**config.mk**
```make
export PLATFORM = sky130hd
export DESIGN_NAME = bec_key_sched_flat
export DESIGN_NICKNAME = d
export VERILOG_FILES = /design/src/rtl/bec_key_sched_if.sv /design/src/rtl/bec_key_sched.sv /design/src/flat_wrapper.sv
export SDC_FILE = /design/constraint.sdc
export NUM_CORES = 1
export LEC_CHECK = 0
export BUFFER_PORTS_ARGS = -buffer_cell sky130_fd_sc_hd__buf_2
export CORE_AREA = 8 8 322 324
export DETAILED_ROUTE_END_ITERATION = 10
export DIE_AREA = 0 0 330 332
export PLACE_DENSITY_LB_ADDON = 0.1
export SLEW_MARGIN = 10
export SYNTH_ARGS = -nofsm -noshare
export SYNTH_HDL_FRONTEND = slang
export SYNTH_SLANG_ARGS = --single-unit
```
**constraint.sdc**
```tcl
create_clock -name clk -period 3.4 [get_ports clk]
set_clock_uncertainty 0.2 [all_clocks]
set_input_delay 0.68 -clock clk [delete_from_list [all_inputs] [get_ports clk]]
set_output_delay 0.68 -clock clk [all_outputs]
set_load 0.005 [all_outputs]
```
**src/rtl/bec_key_sched_if.sv**
```systemverilog
// bec_key_sched_if
// Bundles the host-side and core-side signals of the key scheduler.
//   Host side : start, abort, key_in -> ; wout, zout, res_valid, busy, err, bit_cnt <- ; res_ack ->
//   Core side : core_enable, core_ki <- ; core_next_key, core_done, core_wout, core_zout ->
// Modports:
//   slave  - the scheduler itself
//   master - whatever drives the scheduler (host front end plus core, or a bench)
interface bec_key_sched_if #(
  parameter int KEY_BITS = 163,
  parameter int W        = 163,
  parameter int CNT_W    = 8
);
  logic                start;
  logic                abort;
  logic [KEY_BITS-1:0] key_in;
  logic                core_enable;
  logic                core_ki;
  logic                core_next_key;
  logic                core_done;
  logic [W-1:0]        core_wout;
  logic [W-1:0]        core_zout;
  logic [W-1:0]        wout;
  logic [W-1:0]        zout;
  logic                res_valid;
  logic                res_ack;
  logic                busy;
  logic [1:0]          err;
  logic [CNT_W-1:0]    bit_cnt;

  modport slave (
    input  start, abort, key_in, core_next_key, core_done, core_wout, core_zout, res_ack,
    output core_enable, core_ki, wout, zout, res_valid, busy, err, bit_cnt
  );

  modport master (
    output start, abort, key_in, core_next_key, core_done, core_wout, core_zout, res_ack,
    input  core_enable, core_ki, wout, zout, res_valid, busy, err, bit_cnt
  );
endinterface

```
**src/rtl/bec_key_sched.sv**
```systemverilog
// bec_key_sched
// Sequencer for the sm_bec_v3 scalar-multiplication core. Holds the scalar,
// presents one key bit per step on core_ki, shifts on every core_next_key
// pulse, counts consumed bits, gates the core enable and captures the core
// result for the host under a res_valid/res_ack handshake.
// Ports:
//   clk   - single clock
//   rst_n - asynchronous active-low reset
//   bus   - bec_key_sched_if.slave (host and core signals)
// Error codes on err: 00 none, 01 count mismatch, 10 overrun, 11 timeout.
// Optional feature macro: SCHED_TIMEOUT_EN enables a RUN-state watchdog of
// TIMEOUT_CYCLES cycles; without it RUN waits for the core indefinitely.
module bec_key_sched #(
  parameter int KEY_BITS       = 163,
  parameter int W              = 163,
  parameter int CNT_W          = 8,
  parameter int TIMEOUT_CYCLES = 200000
) (
  input logic            clk,
  input logic            rst_n,
  bec_key_sched_if.slave bus
);

  typedef enum logic [1:0] {IDLE, RUN, HOLD, ERR} state_t;

  localparam logic [1:0]       ERR_NONE    = 2'b00;
  localparam logic [1:0]       ERR_COUNT   = 2'b01;
  localparam logic [1:0]       ERR_OVERRUN = 2'b10;
  localparam logic [CNT_W-1:0] CNT_FULL    = CNT_W'(KEY_BITS);

  // Elaboration-time sanity checks on the configuration.
  if ((64'd1 << CNT_W) <= 64'(KEY_BITS)) begin : g_bad_cnt_w
    $error("bec_key_sched: CNT_W too narrow to count KEY_BITS");
  end
  if (TIMEOUT_CYCLES < 1) begin : g_bad_timeout
    $error("bec_key_sched: TIMEOUT_CYCLES must be positive");
  end

  state_t              state_q, state_d;
  logic [KEY_BITS-1:0] keyReg_q, keyReg_d;
  logic [CNT_W-1:0]    bitCnt_q, bitCnt_d, cntPost;
  logic [W-1:0]        wout_q, wout_d, zout_q, zout_d;
  logic [1:0]          err_q, err_d;
  logic                coreEnable_q, resValid_q, busy_q;

`ifdef SCHED_TIMEOUT_EN
  localparam int         WD_W        = $clog2(TIMEOUT_CYCLES + 1);
  localparam logic [1:0] ERR_TIMEOUT = 2'b11;
  logic [WD_W-1:0] wdog_q, wdog_d;
  logic            wdogExpired;
  // The wdog_q value seen during the Nth RUN cycle is N-1.
  assign wdogExpired = (wdog_q == WD_W'(TIMEOUT_CYCLES - 1));
`endif

  // Next-state logic. abort overrides everything; otherwise each state only
  // reacts to the events relevant to it, the rest are ignored.
  always_comb begin
    state_d  = state_q;
    keyReg_d = keyReg_q;
    bitCnt_d = bitCnt_q;
    wout_d   = wout_q;
    zout_d   = zout_q;
    err_d    = err_q;
    // Count the done check must see when next_key lands in the same cycle.
    cntPost  = bitCnt_q + CNT_W'(bus.core_next_key);
`ifdef SCHED_TIMEOUT_EN
    wdog_d   = wdog_q;
`endif
    if (bus.abort) begin
      state_d  = IDLE;
      bitCnt_d = '0;
    end else begin
      case (state_q)
        IDLE: begin
          if (bus.start) begin
            keyReg_d = bus.key_in;
            bitCnt_d = '0;
            err_d    = ERR_NONE;
            state_d  = RUN;
`ifdef SCHED_TIMEOUT_EN
            wdog_d   = '0;
`endif
          end
        end
        RUN: begin
`ifdef SCHED_TIMEOUT_EN
          wdog_d = wdog_q + WD_W'(1);
`endif
          if (bus.core_next_key && (bitCnt_q == CNT_FULL)) begin
            // Extra step beyond the scalar width: freeze key and count.
            err_d   = ERR_OVERRUN;
            state_d = ERR;
          end else begin
            if (bus.core_next_key) begin
              keyReg_d = keyReg_q >> 1;
              bitCnt_d = cntPost;
            end
            if (bus.core_done) begin
              if (cntPost == CNT_FULL) begin
                wout_d  = bus.core_wout;
                zout_d  = bus.core_zout;
                state_d = HOLD;
              end else begin
                err_d   = ERR_COUNT;
                state_d = ERR;
              end
            end
`ifdef SCHED_TIMEOUT_EN
            else if (wdogExpired) begin
              err_d   = ERR_TIMEOUT;
              state_d = ERR;
            end
`endif
          end
        end
        HOLD: begin
          if (bus.res_ack) state_d = IDLE;
        end
        ERR: begin
          if (bus.res_ack) state_d = IDLE;
        end
        default: state_d = IDLE;
      endcase
    end
  end

  // State and output registers. The status outputs are decoded from the
  // next state so they appear registered one cycle after the event.
  always_ff @(posedge clk or negedge rst_n) begin
    if (!rst_n) begin
      state_q      <= IDLE;
      keyReg_q     <= '0;
      bitCnt_q     <= '0;
      wout_q       <= '0;
      zout_q       <= '0;
      err_q        <= ERR_NONE;
      coreEnable_q <= 1'b0;
      resValid_q   <= 1'b0;
      busy_q       <= 1'b0;
`ifdef SCHED_TIMEOUT_EN
      wdog_q       <= '0;
`endif
    end else begin
      state_q      <= state_d;
      keyReg_q     <= keyReg_d;
      bitCnt_q     <= bitCnt_d;
      wout_q       <= wout_d;
      zout_q       <= zout_d;
      err_q        <= err_d;
      coreEnable_q <= (state_d == RUN);
      resValid_q   <= (state_d == HOLD);
      busy_q       <= (state_d != IDLE);
`ifdef SCHED_TIMEOUT_EN
      wdog_q       <= wdog_d;
`endif
    end
  end

  assign bus.core_enable = coreEnable_q;
  assign bus.core_ki     = keyReg_q[0];
  assign bus.wout        = wout_q;
  assign bus.zout        = zout_q;
  assign bus.res_valid   = resValid_q;
  assign bus.busy        = busy_q;
  assign bus.err         = err_q;
  assign bus.bit_cnt     = bitCnt_q;

endmodule

```
**src/flat_wrapper.sv**
```systemverilog
// flat-port wrapper written by rule: the top's interface ports become plain ports
module bec_key_sched_flat 
#(
  parameter int KEY_BITS       = 163,
  parameter int W              = 163,
  parameter int CNT_W          = 8,
  parameter int TIMEOUT_CYCLES = 200000
)
  (clk, rst_n, bus_start, bus_abort, bus_key_in, bus_core_next_key, bus_core_done, bus_core_wout, bus_core_zout, bus_res_ack, bus_core_enable, bus_core_ki, bus_wout, bus_zout, bus_res_valid, bus_busy, bus_err, bus_bit_cnt);
  bec_key_sched_if #(.KEY_BITS(KEY_BITS), .W(W), .CNT_W(CNT_W)) bus_i ();
  input logic clk;
  input logic rst_n;
  input wire logic [$bits(bus_i.start)-1:0] bus_start;
  input wire logic [$bits(bus_i.abort)-1:0] bus_abort;
  input wire logic [$bits(bus_i.key_in)-1:0] bus_key_in;
  input wire logic [$bits(bus_i.core_next_key)-1:0] bus_core_next_key;
  input wire logic [$bits(bus_i.core_done)-1:0] bus_core_done;
  input wire logic [$bits(bus_i.core_wout)-1:0] bus_core_wout;
  input wire logic [$bits(bus_i.core_zout)-1:0] bus_core_zout;
  input wire logic [$bits(bus_i.res_ack)-1:0] bus_res_ack;
  output wire logic [$bits(bus_i.core_enable)-1:0] bus_core_enable;
  output wire logic [$bits(bus_i.core_ki)-1:0] bus_core_ki;
  output wire logic [$bits(bus_i.wout)-1:0] bus_wout;
  output wire logic [$bits(bus_i.zout)-1:0] bus_zout;
  output wire logic [$bits(bus_i.res_valid)-1:0] bus_res_valid;
  output wire logic [$bits(bus_i.busy)-1:0] bus_busy;
  output wire logic [$bits(bus_i.err)-1:0] bus_err;
  output wire logic [$bits(bus_i.bit_cnt)-1:0] bus_bit_cnt;
  assign bus_i.start = bus_start;
  assign bus_i.abort = bus_abort;
  assign bus_i.key_in = bus_key_in;
  assign bus_i.core_next_key = bus_core_next_key;
  assign bus_i.core_done = bus_core_done;
  assign bus_i.core_wout = bus_core_wout;
  assign bus_i.core_zout = bus_core_zout;
  assign bus_i.res_ack = bus_res_ack;
  assign bus_core_enable = bus_i.core_enable;
  assign bus_core_ki = bus_i.core_ki;
  assign bus_wout = bus_i.wout;
  assign bus_zout = bus_i.zout;
  assign bus_res_valid = bus_i.res_valid;
  assign bus_busy = bus_i.busy;
  assign bus_err = bus_i.err;
  assign bus_bit_cnt = bus_i.bit_cnt;
  bec_key_sched #(.KEY_BITS(KEY_BITS), .W(W), .CNT_W(CNT_W), .TIMEOUT_CYCLES(TIMEOUT_CYCLES)) u_core (.clk(clk), .rst_n(rst_n), .bus(bus_i));
endmodule
```
==> results of run 1 <==
logic make-up (layout without fill, tap and decap cells):
| family | count (synthesis) | after routing |
|---|---|---|
| buffers and inverters | 115 | 995 |
| other | 0 | 25 |
| adder cells (fa/ha/maj) | 2 | 2 |
| multiplexers | 327 | 327 |
| AND/OR/NAND/NOR | 528 | 528 |
| AO/OA/AOI/OAI | 194 | 194 |
| flip-flops | 504 | 504 |
| XOR/XNOR | 2 | 2 |
per-layer routing:
metal,up-vias,routed length [um]
li1,7442,-
met1,7953,31800
met2,524,43700
met3,169,6840
met4,34,3020
met5,-,237
worst min-delay path by stage:
stage               slack [ns]                  from               endpoint  depth (start not counted)
finish                    0.09    bus_core_wout[150]   u_core.bus.wout[150]                          2
global route              0.04    bus_core_wout[145]   u_core.bus.wout[145]                          2
CTS                       0.02    bus_core_wout[150]   u_core.bus.wout[150]                          2
detailed placement        0.29   u_core.bus.zout[85]    u_core.bus.zout[85]                          1
global placement          0.29  u_core.bus.zout[133]   u_core.bus.zout[133]                          1
floorplan                 0.18                 rst_n  u_core.bus.bit_cnt[0]                          0
cell usage after synthesis (4+ instances only):
master and instances:
sky130_fd_sc_hd__a31oi_1 166, sky130_fd_sc_hd__nand2_1 334, sky130_fd_sc_hd__nor2_1 168, sky130_fd_sc_hd__buf_2 27, sky130_fd_sc_hd__mux2_4 100, sky130_fd_sc_hd__nand2b_1 5, sky130_fd_sc_hd__nand3_1 4, sky130_fd_sc_hd__clkbuf_1 55
sky130_fd_sc_hd__a21oi_1 6, sky130_fd_sc_hd__buf_6 8, sky130_fd_sc_hd__buf_8 10, sky130_fd_sc_hd__mux2_2 227, sky130_fd_sc_hd__o21ai_0 9, sky130_fd_sc_hd__buf_4 10, sky130_fd_sc_hd__dfrtp_1 504
report_power, final:
group / switching, W / leakage [nW] / internal [W] / total (W)
clock: 0.00278 / 1.05 / 0.00417 / 0.00694
combinational: 0.000781 / 7.43 / 0.000621 / 0.00140
sequential: 0.000264 / 6.56 / 0.00650 / 0.00676
total: 0.00382 / 15.0 / 0.0113 / 0.0151
layout by cell type, fill, tap and decap left out, types with 2 or more instances in the layout:
cell                        count
sky130_fd_sc_hd__a21oi_1        6
sky130_fd_sc_hd__nor2_1       168
sky130_fd_sc_hd__nand3_1        4
sky130_fd_sc_hd__inv_1          3
sky130_fd_sc_hd__o21ai_0        9
sky130_fd_sc_hd__mux2_2       227
sky130_fd_sc_hd__xor2_1         2
sky130_fd_sc_hd__dfrtp_1      504
sky130_fd_sc_hd__nand2_1      334
sky130_fd_sc_hd__mux2_4       100
sky130_fd_sc_hd__a22o_1         3
sky130_fd_sc_hd__nand2b_1       4
sky130_fd_sc_hd__a31oi_1      166
sky130_fd_sc_hd__and3_1         3
sky130_fd_sc_hd__diode_2       25
sky130_fd_sc_hd__buf_4         27
sky130_fd_sc_hd__clkinv_2       5
sky130_fd_sc_hd__and2_1         2
sky130_fd_sc_hd__buf_12        18
sky130_fd_sc_hd__buf_2        834
sky130_fd_sc_hd__ha_1           2
sky130_fd_sc_hd__clkbuf_8      11
sky130_fd_sc_hd__o21a_1         2
sky130_fd_sc_hd__clkbuf_1      18
sky130_fd_sc_hd__a41oi_1        2
sky130_fd_sc_hd__clkbuf_16     72
registers in the layout, indices dropped and copies added, names as in the netlist:
signal / cells
u_core.bus.zout: 163
u_core.bus.res_valid: 1
u_core.bus.wout: 163
u_core.bus.core_enable: 1
u_core.bus.bit_cnt: 8
u_core.keyReg_q: 163
u_core.bus.busy: 1
u_core.state_q: 2
u_core.bus.err: 2
worst max-delay path, delay by kind of cell (launching register included):
family                     cells  cell delay, ns
AOI/OAI and AO/OA              2            0.43
adders and majority gates      2            0.47
buffers and inverters          3            0.70
DFF                            1            0.41
muxes                          1            0.38
and+or+nand+nor                1            0.25
layout make-up:
| type | instances | area share (%) |
|---|---|---|
| sequential | 504 | 44.1 |
| clock buffer | 101 | 7.06 |
| tap | 1298 | 5.68 |
| clock inverter | 10 | 0.380 |
| antenna | 25 | 0.219 |
| inverter | 3 | 0.0394 |
| multi-input combinational | 1053 | 25.9 |
| timing repair buffer | 881 | 16.6 |
metrics by stage:
stage,area [um2],util [%],setup slack [ns],cells,setup TNS [ns]
3_3_place_gp,26400,26.7,-0.0331,3738,-1.72
4_1_cts,28500,28.8,0.371,3850,0
5_1_grt,28600,28.9,0.195,3862,0
3_5_place_dp,26400,26.7,-0.0129,3738,-0.0559
2_1_floorplan,20700,-,0.487,1672,0
6_report,28600,28.9,0.359,3875,0
==> qor_table.md, run 1 <==
| Quantity | This run |
| --- | --- |
| Chip Width | 330 um |
| Area share of fa/ha/maj cells after synthesis | 0.121% |
| Combinational family with the most area after synthesis | multiplexers |
| Input/output buffers | 835 |
| Number of iterations in the first detailed-routing pass | 5 |
| Cell Chain, Critical Path | ha_1, ha_1, buf_4, o22ai_1, o211ai_1, nor3_4, buf_12, buf_12, mux2_2 |
| Count of flip-flops with a built-in enable after synthesis | 0 |
| Initial antenna violation count | 51 |
| Biggest area consumer among synthesized cells | sky130_fd_sc_hd__dfrtp_1 |
| Mux share of post-synthesis cell area | 19.6% |
| Critical path class | reg -> reg |
| Simple-gate share of the synthesized area | 9.95% |
| Via/cell ratio | 4.16 |
| Leak | 15.0 nW |
| Post-synth design cell area | 0.0207 mm2 |
| Vias in the first global route | 17200 |
| Slowest stage delay, CP | 0.41 ns |
| Final setup viols | 0 |
| Mean cell area of the mapped netlist | 12.4 um2 |
| Area share of xor/xnor cells in the synthesized design | 0.0848% |
| Grt peak-use layer | met2 |
| Initial cell density of the core | 20.9% |
| Count of nets left with antenna violations after detail routing | 0 |
| Gr usage total | 15.1% |
| Result of the run | finished clean |
| Number of pins with negative max-slew slack in the final report | 0 |
| Height of the die | 332 um |
| Worst rel slew slack | 25.7% |
| Cell depth of the worst flop-to-flop path | 9 |
| Worst-case register-to-register setup slack | 0.36 ns |
| Sequential element share of the synthesized area | 61.0% |
| Post_cts resized | 0 |
| Maximum number of pins on one net before global-route repair | 164 |
| Area growth from synthesis to layout | 38.5% |
| Number of nets in the layout | 3009 |
| Share of the synthesized area in compound gates (AO/OA/AOI/OAI) | 5.89% |
| Dpl hpwl | 66400 um |
| Placer's final routability congestion estimate | 0.821 |
| Reg-to-Reg Start | u_core.bus.bit_cnt[0] |
| Top achievable clock speed | 329 MHz |
| Total power density per cell area | 528 mW/mm2 |
| Required time of the critical path | 3.70 ns |
| Met2 usage | 26.7% |
| Floorplan core area | 0.0990 mm2 |
| Critical path startpoint category | register |
| Instance count of the mapped netlist | 1672 |
| Start point of the critical path | u_core.bus.bit_cnt[0] |
| Clock buffer depth | 3 |
| Fill count | 10500 |
| Worst-skew pair later-pin latency | 0.61 ns |
| Sum of overflow across all layers after global routing | 0 |
| Site Rows | 116 |
| Crit path capture | u_core.bus.wout[161] |
| Violation count after the first detailed-route iteration | 758 |
| Multi-input gate area in the final layout | 0.00741 mm2 |
| Highest ir drop seen on vdd | 0.000303 V |
| Worst Hold Class | in -> reg |
| Worst Max-Slew Pin Slew | 1.11 ns |
| Root Buffer Master | sky130_fd_sc_hd__clkbuf_16 |
| Post-route DRC | 0 |
| H-Tree Depth | 3 |
| Predominant post-synthesis flop cell | sky130_fd_sc_hd__dfrtp_1 |
| FF+latch count, synth | 504 |
| Clock period minus final worst setup slack | 3.04 ns |
| Largest driver fanout on the critical path | 44 |
| Post-CTS Setup Inserts | 0 |
| Hold bufs inserted after CTS | 1 |
| Footprint of the flip-flops and latches | 0.0126 mm2 |
| Boundary pin count | 836 |
| Share of post-route cells with drive strength above 1 | 51.2% |
| Terminus of the critical flop-to-flop path | u_core.bus.wout[161] |
| Met3 track demand over resource in global routing | 5.78% |
| Portion of synthesized cell area occupied by the leading cell type | 61.0% |
| DR WL/cell | 22.1 um |
| Async set-reset flop share out of synthesis | 100% |
| Synth top area cells | sky130_fd_sc_hd__dfrtp_1, sky130_fd_sc_hd__mux2_2, sky130_fd_sc_hd__mux2_4 |
| Via count | 16100 |
| First-pass GRT wire length | 123000 um |
| Unrepaired setup endpoints after global routing | false |
| Net count of the mapped netlist | 2170 |
| Maximum Capacitance Violations | 0 |
| Arrival time of data at the critical path endpoint | 3.34 ns |
| Power after layout | 0.0151 W |
| Synth Warn # | 0 |
| Ratio of final minimum period to clock period | 89.4% |
| TritonCTS clock tree | built |
| Hold slack final | 0.0923 ns |
| Global routing met1 resource utilization | 16.2% |
| Worst-path clk slew | 0.06 ns |
| Number of hold violations in the final report | 0 |
| Master of the slowest instance on the critical path | sky130_fd_sc_hd__dfrtp_1 |
| Number of different library cells in the post-synthesis netlist | 41 |
| Clk sink count | 504 |
| Drt total wl | 85600 um |
| Cts bufs inserted | 68 |
| Die area | 0.110 mm2 |
| Kind of capture point of the worst setup path | register |
No activity file was read; power rests on OpenSTA's default activity.
==> inputs of run 2 (changes only) <==
- BUFFER_PORTS_ARGS: -buffer_cell sky130_fd_sc_hd__buf_2 -> unset
- CORE_AREA: 8 8 322 324 -> 8 8 323 325
- DIE_AREA: 0 0 330 332 -> 0 0 331 333
- DONT_BUFFER_PORTS: unset -> 1
- clock period: 3.4 -> 3.6 ns (I/O delays scaled with it)
==> run 2 against run 1 <==
Net effect: clock power fell by 4.8%; hold slack got worse by 0.49 ns; fmax down 6.4%; critical path depth stayed put; largest cell class unchanged; combinational power down 8%; final area fell by 1.1%; utilization is 0.40 points lower; die area up 0.61%; via count decreased by 11%; clock-buffer cell count shrank 10; worst setup slack worse by 0.0063 ns; the run now ends with hold timing left; cell count decreased by 12%.
==> qor_table.md, run 2 (same netlist as run 1, synthesis figures left out) <==
| Quantity | This run | vs previous |
| --- | --- | --- |
| Leak | 12.8 nW | -15% |
| Unrepaired setup endpoints after global routing | false |  |
| Worst-path clk slew | 0.06 ns | about the same |
| Via/cell ratio | 4.20 | +1.1% |
| Top achievable clock speed | 308 MHz | -6.4% |
| Cts bufs inserted | 66 | -2.9% |
| Via count | 14400 | -11% |
| Worst Hold Class | in -> async |  |
| Required time of the critical path | 3.89 ns | +0.19 ns |
| Input/output buffers | 0 | -100% |
| Highest ir drop seen on vdd | 0.000276 V | -8.8% |
| Initial antenna violation count | 23 | -55% |
| Cell Chain, Critical Path | ha_1, ha_1, nand3_1, o21ai_0, nand4_1, nor3_4, buf_12, buf_12, mux2_2 |  |
| Boundary pin count | 836 | unchanged |
| Clock period minus final worst setup slack | 3.25 ns | +0.206 ns |
| Clk sink count | 504 | unchanged |
| Proportion of power drawn by flip-flops and latches | 44.7% | about the same |
| Site Rows | 116 | unchanged |
| Share of post-route cells with drive strength above 1 | 22.2% | -29 points |
| Post-route DRC | 0 | unchanged |
| Total power density per cell area | 505 mW/mm2 | -4.4% |
| Number of pins with negative max-slew slack in the final report | 0 | unchanged |
| Violations in the final reports | hold timing |  |
| First-pass GRT wire length | 116000 um | -5.5% |
| Result of the run | finished, violations left |  |
| Worst-skew pair later-pin latency | 0.61 ns | about the same |
| Die area | 0.110 mm2 | +0.61% |
| Total net switching power | 0.00355 W | -7.2% |
| Cell depth of the worst flop-to-flop path | 9 | unchanged |
| Clock buffer depth | 3 | unchanged |
| Combinational Power Share | 9.0% | -0.3 points |
| Largest delay share family, worst path | simple AND/OR/NAND/NOR gates |  |
| Terminus of the critical flop-to-flop path | u_core.bus.zout[133] |  |
| TritonCTS clock tree | built |  |
| Number of nets in the layout | 2561 | -15% |
| Maximum Capacitance Violations | 0 | unchanged |
| Slowest stage delay, CP | 0.46 ns | +0.05 ns |
| Buffer and inverter count on the worst path | 2 | -1 |
| Global routing met1 resource utilization | 15.6% | -0.59 points |
| Floorplan core area | 0.0993 mm2 | +0.29% |
| Number of stages on the worst setup path | 9 | unchanged |
| Largest driver fanout on the critical path | 87 | +98% |
| Worst Max-Slew Pin Slew | 1.31 ns | +0.192 ns |
| Area growth from synthesis to layout | 37.0% |  |
| Final setup viols | 0 | unchanged |
| Master of the slowest instance on the critical path | sky130_fd_sc_hd__dfrtp_1 |  |
| Hold slack final | -0.395 ns | -0.487 ns |
| Hold bufs inserted after CTS | 402 | +401 |
| Post_cts resized | 0 | unchanged |
| Start point of the critical path | u_core.bus.bit_cnt[0] |  |
| DR WL/cell | 23.6 um | +7.0% |
| Height of the die | 333 um | +0.30% |
| Drt total wl | 81000 um | -5.4% |
| Ratio of final minimum period to clock period | 90.2% | +0.76 points |
| Dpl hpwl | 59600 um | -10% |
| Count of nets left with antenna violations after detail routing | 0 | unchanged |
| Most frequent cells in the layout | sky130_fd_sc_hd__dfrtp_1, sky130_fd_sc_hd__dlygate4sd3_1, sky130_fd_sc_hd__nand2_1 |  |
| Violation count after the first detailed-route iteration | 701 | -7.5% |
| Arrival time of data at the critical path endpoint | 3.54 ns | +0.20 ns |
| Crit path capture | u_core.bus.zout[133] |  |
| Worst rel slew slack | 12.9% | -13 points |
| Met2 usage | 25.6% | -1.1 points |
| Placer's final routability congestion estimate | 0.823 | +0.32% |
| Part of the total power dissipated in the clock network | 46.3% | +0.3 points |
| Grt peak-use layer | met2 |  |
| Post-CTS Setup Inserts | 0 | unchanged |
| Net switching fraction of the power | 24.8% | -0.49 points |
| Gr usage total | 14.1% | -1.0 points |
| Critical path startpoint category | register |  |
| Kind of capture point of the worst setup path | register |  |
| Most frequent standard cell in the layout excluding fill and tap cells | sky130_fd_sc_hd__dfrtp_1 |  |
| Chip Width | 331 um | +0.30% |
| Initial cell density of the core | 20.8% | -0.061 points |
| Sum of overflow across all layers after global routing | 0 | unchanged |
| Internal cell power | 0.0107 W | -4.8% |
| Met3 track demand over resource in global routing | 4.84% | -0.94 points |
| Root Buffer Master | sky130_fd_sc_hd__clkbuf_16 |  |
| Number of iterations in the first detailed-routing pass | 5 | unchanged |
| Critical path class | reg -> reg |  |
| H-Tree Depth | 3 | unchanged |
| Number of hold violations in the final report | 504 | +504 |
| Reg-to-Reg Start | u_core.bus.bit_cnt[0] |  |
| Worst-case register-to-register setup slack | 0.35 ns | about the same |
| Vias in the first global route | 15600 | -9.0% |
| Maximum number of pins on one net before global-route repair | 505 | +210% |
| Sum of negative setup slack | 0 ns | unchanged |
| Power after layout | 0.0143 W | -5.4% |
-- run 2: cell types whose count changed in the layout (fill, tap and decap cells not counted), sizes merged --
| cell | previous run | this run |
|---|---|---|
| bufinv | 1 | 3 |
| dlygate4sd3 | 1 | 402 |
| inv | 5 | 6 |
| diode | 25 | 18 |
| clkbuf | 101 | 91 |
| buf | 880 | 33 |
| clkinvlp | 0 | 3 |
| clkinv | 7 | 15 |
-- run 2: cell type report --
type	instances	area, um2
Multi-Input combinational cell	1053	7410
Sequential cell	504	12600
Timing Repair Buffer	435	4430
Clock inverter	24	254
Fill cell	10200	71000
Clock buffer	91	1910
Tap cell	1298	1620
Antenna cell	18	45.0
Inverter	3	11.3
-- run 2: metrics by stage --
stage / setup slack, ns / cells / cell area [um2] / utilization [%]
6_report: 0.353 / 3426 / 28300 / 28.5
5_1_grt: 0.0929 / 3416 / 28300 / 28.5
4_1_cts: 0.330 / 3408 / 28300 / 28.5
3_5_place_dp: 0.185 / 2891 / 22100 / 22.2
3_3_place_gp: 0.135 / 2891 / 22100 / 22.2
2_1_floorplan: 0.647 / 1672 / 20700 / -
-- run 2: power by group through the flow --
stage               clock (W)  combinational (W)  sequential (W)
finish                0.00661            0.00129         0.00639
detailed placement          0           0.000919         0.00649
global placement            0           0.000900         0.00648
global route          0.00712            0.00147         0.00646
CTS                   0.00689            0.00132         0.00639
floorplan                   0           0.000733         0.00641
-- run 2: per-layer routing --
metal | share of wire [%] | vias up
li1 | - | 6554
met1 | 37 | 7271
met2 | 52 | 480
met3 | 8.2 | 89
met4 | 1.9 | 12
met5 | 0.11 | -
-- run 2: worst reg2reg max path: stages, from the launching register on --
cell and delay (ns):
sky130_fd_sc_hd__dfrtp_1 0.46, sky130_fd_sc_hd__ha_1 0.26, sky130_fd_sc_hd__ha_1 0.19, sky130_fd_sc_hd__nand3_1 0.12, sky130_fd_sc_hd__o21ai_0 0.27, sky130_fd_sc_hd__nand4_1 0.25, sky130_fd_sc_hd__nor3_4 0.30, sky130_fd_sc_hd__buf_12 0.18
sky130_fd_sc_hd__buf_12 0.40, sky130_fd_sc_hd__mux2_2 0.51
-- run 2: worst min path at each step --
| stage | slack, ns | endpoint | cells past startpoint |
|---|---|---|---|
| global placement | 0.24 | u_core.bus.wout[99] | 0 |
| CTS | -0.46 | u_core.bus.zout[79] | 0 |
| floorplan | 0.22 | u_core.bus.bit_cnt[0] | 0 |
| finish | -0.39 | u_core.bus.zout[91] | 0 |
| global route | -0.45 | u_core.bus.zout[91] | 0 |
| detailed placement | 0.24 | u_core.bus.zout[91] | 0 |
